===== config.mk =====
export PLATFORM = sky130hd
export DESIGN_NAME = m8_frame_sequencer
export DESIGN_NICKNAME = d
export VERILOG_FILES = /design/src/rtl/m8_frame_sequencer.sv
export SDC_FILE = /design/constraint.sdc
export NUM_CORES = 1
export LEC_CHECK = 0
export ABC_AREA = 1
export CORE_ASPECT_RATIO = 1.4
export CORE_MARGIN = 3
export CORE_UTILIZATION = 54
export DETAILED_ROUTE_END_ITERATION = 6
export HOLD_SLACK_MARGIN = 0.08
export PLACE_DENSITY_LB_ADDON = 0.3
export REMOVE_ABC_BUFFERS = 1
export SYNTH_ARGS = -nofsm -noshare
export SYNTH_HDL_FRONTEND = slang
export SYNTH_SLANG_ARGS = --single-unit

===== constraint.sdc =====
create_clock -name clk -period 3.6 [get_ports clk]
set_clock_uncertainty 0.15 [all_clocks]
set_input_delay 0.72 -clock clk [delete_from_list [all_inputs] [get_ports clk]]
set_output_delay 0.72 -clock clk [all_outputs]
set_load 0.005 [all_outputs]

===== src/rtl/m8_frame_sequencer.sv =====
// m8_frame_sequencer: paces the M8 word filler.
// - Opens one word slot every WORD_DIV clocks.
// - Issues a single-cycle fetch strobe together with the read pointer.
// - Captures the filler word and offers it downstream over valid/ready.
// - Tracks frame boundaries, a completed-frame count and slot overruns.
// Optional build macro SYNC_MARKER_EN: when defined, word 0 of each frame is
// replaced by SYNC_WORD. The filler is still strobed, so its counters stay aligned.
module m8_frame_sequencer #(
   parameter int                WORDS_PER_FRAME = 1024,
   parameter int                PTR_W           = 10,
   parameter int                DATA_W          = 12,
   parameter int                WORD_DIV        = 64,
   parameter logic [DATA_W-1:0] SYNC_WORD       = 12'hFA5
) (
   input  logic              clk,
   input  logic              reset,
   input  logic              enable,
   input  logic              clrErr,
   output logic              bufGetWord,
   output logic [PTR_W-1:0]  bufRdPointer,
   input  logic [DATA_W-1:0] dataWord,
   output logic [DATA_W-1:0] wordOut,
   output logic              wordValid,
   input  logic              wordReady,
   output logic              frameStart,
   output logic [15:0]       frameCnt,
   output logic              overrun
);

   localparam int               CNT_W    = (WORD_DIV > 1) ? $clog2(WORD_DIV) : 1;
   localparam logic [CNT_W-1:0] LAST_CNT = CNT_W'(WORD_DIV - 1);
   localparam logic [PTR_W-1:0] LAST_PTR = PTR_W'(WORDS_PER_FRAME - 1);

   // Reject parameter sets the sequencer cannot honour: slot too short for the
   // four-state word sequence, or a pointer too narrow for the frame.
   if (WORD_DIV < 4 || (2 ** PTR_W) < WORDS_PER_FRAME || $bits(SYNC_WORD) != DATA_W) begin : g_cfg_check
      $error("m8_frame_sequencer: illegal parameter set");
   end

   typedef enum logic [1:0] {
      IDLE    = 2'd0,
      ISSUE   = 2'd1,
      CAPTURE = 2'd2,
      OFFER   = 2'd3
   } state_t;

   state_t              state;
   logic [CNT_W-1:0]    slotCnt;
   logic                slotTick;
   logic [DATA_W-1:0]   capWord;

   // Pointer advance with wrap at the last word of the frame.
   function automatic logic [PTR_W-1:0] ptr_next(input logic [PTR_W-1:0] p);
      return (p == LAST_PTR) ? '0 : p + PTR_W'(1);
   endfunction

   assign slotTick = enable && (slotCnt == LAST_CNT);

`ifdef SYNC_MARKER_EN
   assign capWord = (bufRdPointer == '0) ? SYNC_WORD : dataWord;
`else
   assign capWord = dataWord;
`endif

   // Slot timer: free-runs 0..WORD_DIV-1 while enabled, parked at 0 otherwise.
   always_ff @(posedge clk or negedge reset) begin
      if (!reset) begin
         slotCnt <= '0;
      end else if (!enable || slotTick) begin
         slotCnt <= '0;
      end else begin
         slotCnt <= slotCnt + CNT_W'(1);
      end
   end

   // Word FSM with registered strobe, pointer, output word and status flags.
   always_ff @(posedge clk or negedge reset) begin
      if (!reset) begin
         state        <= IDLE;
         bufGetWord   <= 1'b0;
         bufRdPointer <= '0;
         wordOut      <= '0;
         wordValid    <= 1'b0;
         frameStart   <= 1'b0;
         frameCnt     <= '0;
         overrun      <= 1'b0;
      end else begin
         // Strobes are single-cycle by construction: only IDLE->ISSUE raises them.
         bufGetWord <= 1'b0;
         frameStart <= 1'b0;

         // A slot that arrives while a word is still in flight is dropped, not
         // queued; a new overrun outranks a simultaneous clear.
         if (slotTick && state != IDLE) begin
            overrun <= 1'b1;
         end else if (clrErr) begin
            overrun <= 1'b0;
         end

         case (state)
            IDLE: begin
               if (slotTick) begin
                  state      <= ISSUE;
                  bufGetWord <= 1'b1;
                  frameStart <= (bufRdPointer == '0);
               end else if (!enable) begin
                  bufRdPointer <= '0;
               end
            end
            ISSUE: begin
               state <= CAPTURE;
            end
            CAPTURE: begin
               wordOut   <= capWord;
               wordValid <= 1'b1;
               state     <= OFFER;
            end
            OFFER: begin
               if (wordReady) begin
                  wordValid    <= 1'b0;
                  bufRdPointer <= ptr_next(bufRdPointer);
                  if (bufRdPointer == LAST_PTR) begin
                     frameCnt <= frameCnt + 16'd1;
                  end
                  state <= IDLE;
               end
            end
            default: begin
               state <= IDLE;
            end
         endcase
      end
   end

endmodule


==> flow_metrics.py <==
metrics = {
    "synth": {
        "synth_seq_area_share_pct": 47.21,
        "synth_warnings": 0,
        "yosysUniqueCellTypes": 26,
        "synth_area_sq_um": 2650,
        "postSynthAreaPerCell_sq_um": 7.637,
        "ys_ff_latch": 50,
        "syn_inst": 347,
    },
    "worst_setup_path": {
        "r2r-start": "state[1]$_DFFE_PN0P_",
        "cp-start-kind": "flip-flop",
        "crit_path_end_kind": "output pin",
        "cp_slowest_cell": "clkdlybuf4s50_1",
        "worst-path-buf-inv": 1,
        "critPathArrivalTime_ns": 1.37,
        "path_cells": "clkdlybuf4s50_1",
        "startpoint": "bufRdPointer[6]$_DFFE_PN0P_",
        "worstSetupPathType": "reg -> out",
        "path_delay_family": "buffers and inverters",
        "crit_fanout": 8,
        "slowest_delay_ns": 0.56,
        "crit_required_ns": 2.73,
    },
    "die": {
        "rows": 29,
        "start_util_pct": 57.06,
        "io_pins": 59,
        "die_h_um": 88.89,
        "die_w_um": 65.21,
        "core_area_sq_um": 4644,
        "die_area_sq_um": 5796,
    },
    "global_routing": {
        "globalRouteTotalUtil_pct": 21.43,
        "grt_max_degree": 51,
        "grt_overflow": 0,
        "grt_pass1_vias": 2229,
        "grt_pass1_wl_mm": 9.715,
        "antenna_found_initial": 0,
    },
    "drt": {
        "wl_mm": 5.854,
        "drtPass1Iterations": 4,
        "wl_per_cell_um": 12.51,
        "viasPerCell": 5.058,
        "via_count": 2367,
        "drt-initial-drc-count": 128,
        "ant_nets": 0,
        "drc": 0,
    },
    "sta": {
        "fin_crit_ns": 2.243,
        "fin_crit_sh_pct": 62.31,
        "tightest_slew_ns": 1.103,
        "tns_ns": 0,
        "max_slew_margin_pct": 26.46,
        "finalSetupViolCount": 0,
        "hold_viol": 0,
        "slew_viol_final": 0,
        "fmax_mhz": 445.8,
        "rsz0062_at_grt": "no",
        "holdWs_ns": 0.3260,
        "setup_slack_ns": 1.357,
    },
    "flow_run": {
        "timing.max_cap.violations": 0,
    },
    "clock_tree": {
        "cts_tree": "done",
        "postCtsHoldBufs": 0,
        "post_cts_buffers": 0,
        "cts.repair.resized": 0,
        "insertion_delay_ns": 0.30,
        "cts_max_path_buffers": 2,
        "numCtsBuffers": 5,
        "clock_tree.root_cell": "clkbuf_8",
        "h-tree-depth": 2,
        "cts_sinks": 50,
        "path_clk_slew_ns": 0.09,
    },
    "cells_and_area": {
        "area_growth_pct": 26.06,
        "final_nets": 431,
        "antenna_cells": 0,
        "drive_gt1_share_pct": 4.926,
        "fillCellCount": 418,
        "final_cell_mix": "147 x nand2_1, 57 x clkdlybuf4s50_1, 50 x dfrtp_1",
        "fin_cells": 468,
        "layout_commonest_cell": "nand2_1",
    },
    "place": {
        "hpwl_mm": 4.330,
        "dpl_worst_slack_ns": 1.344,
        "port_buffers": 58,
        "globalplace.congestion": 0.8472,
        "dp_cells": 461,
    },
    "status": {
        "outcome": "finished clean",
    },
    "power_and_ir_drop": {
        "power.leakage_nw": 1.499,
        "max-vdd-ir-drop_uv": 226.4,
        "power_density_nw_per_um2": 276.7,
    },
    "worst_hold_path": {
        "min_path_type": "reg -> reg",
        "hold_path.startpoint": "wordOut[3]$_DFFE_PN0P_",
    },
}
state kept, by name, indices dropped and copies added, names as in the netlist:
name / count
frameCnt: 16
wordOut: 12
bufRdPointer: 10
slotCnt: 6
state: 2
bufGetWord: 1
frameStart: 1
overrun: 1
wordValid: 1
through the flow:
stage          power, mW  area, sq um  util [%]
5_1_grt           0.9629         3341     71.93
3_5_place_dp      0.6187         3258     70.15
6_report          0.9243         3341     71.93
4_1_cts           0.9328         3341     71.93
3_3_place_gp      0.6180         3258     70.15
2_1_floorplan     0.5874         2605         -
layout make-up:
cell class | count | area, sq um | area share [%]
inverter | 31 | 116.4 | 3.483
sequential | 50 | 1251 | 37.45
tap | 62 | 77.57 | 2.322
timing repair buffer | 58 | 575.6 | 17.23
clock buffer | 5 | 68.82 | 2.060
multi-input combinational | 260 | 1237 | 37.04
clock inverter | 2 | 13.76 | 0.4120
worst paths after layout:
kind	to	slack, ns	cells past startpoint
max reg2reg	bufRdPointer[3]$_DFFE_PN0P_	1.70	6
min in group asynchronous	frameCnt[8]$_DFFE_PN0P_	0.47	1
min	wordOut[3]$_DFFE_PN0P_	0.33	2
max	bufRdPointer[6]	1.36	1
min reg2reg	wordOut[3]$_DFFE_PN0P_	0.33	2
max in group asynchronous	frameCnt[0]$_DFFE_PN0P_	2.15	1
power breakdown:
| part | internal, mW | switching (mW) |
|---|---|---|
| clock | 0.135 | 0.183 |
| combinational | 0.0184 | 0.0218 |
| sequential | 0.564 | 0.00253 |
logic make-up after synthesis:
| kind of cell | share of synthesized area (%) |
|---|---|
| flops | 47.21 |
| buf+inv | 6.090 |
| xor+xnor | 3.305 |
| compound gates | 3.824 |
| simple gates | 35.79 |
| fa+ha+maj | 3.777 |
synthesized netlist by cell type:
cell type / number / area (sq um)
nor2_2: 1 / 6.260
o21bai_1: 1 / 7.510
nand2_2: 3 / 18.77
ha_1: 8 / 100.1
xor2_1: 2 / 17.52
a21oi_1: 3 / 15.01
nand3_4: 1 / 17.52
xnor2_1: 8 / 70.07
inv_2: 3 / 11.26
o21a_1: 1 / 7.510
clkbuf_1: 2 / 7.510
buf_6: 2 / 22.52
dfrtp_1: 50 / 1251
or2_2: 1 / 6.260
buf_4: 2 / 15.01
o21ai_1: 1 / 5.000
nand2_1: 147 / 551.8
nor2_4: 2 / 22.52
inv_1: 28 / 105.1
nor3_4: 1 / 16.27
nor2_1: 34 / 127.6
nor3_1: 2 / 10.01
nand3_1: 18 / 90.09
nand4_1: 13 / 81.33
o22ai_1: 1 / 6.260
o21ai_0: 12 / 60.06
per-layer routing:
metal  vias to the layer above  global-route usage (%)  wire [um]
met1                      1102                   24.53       2472
met4                         0                   6.981         80
met5                         -                       0          0
met3                         9                   3.812        202
li1                       1198                       -          -
met2                        58                   40.00       3098
Power figures use the tool's default switching activity.
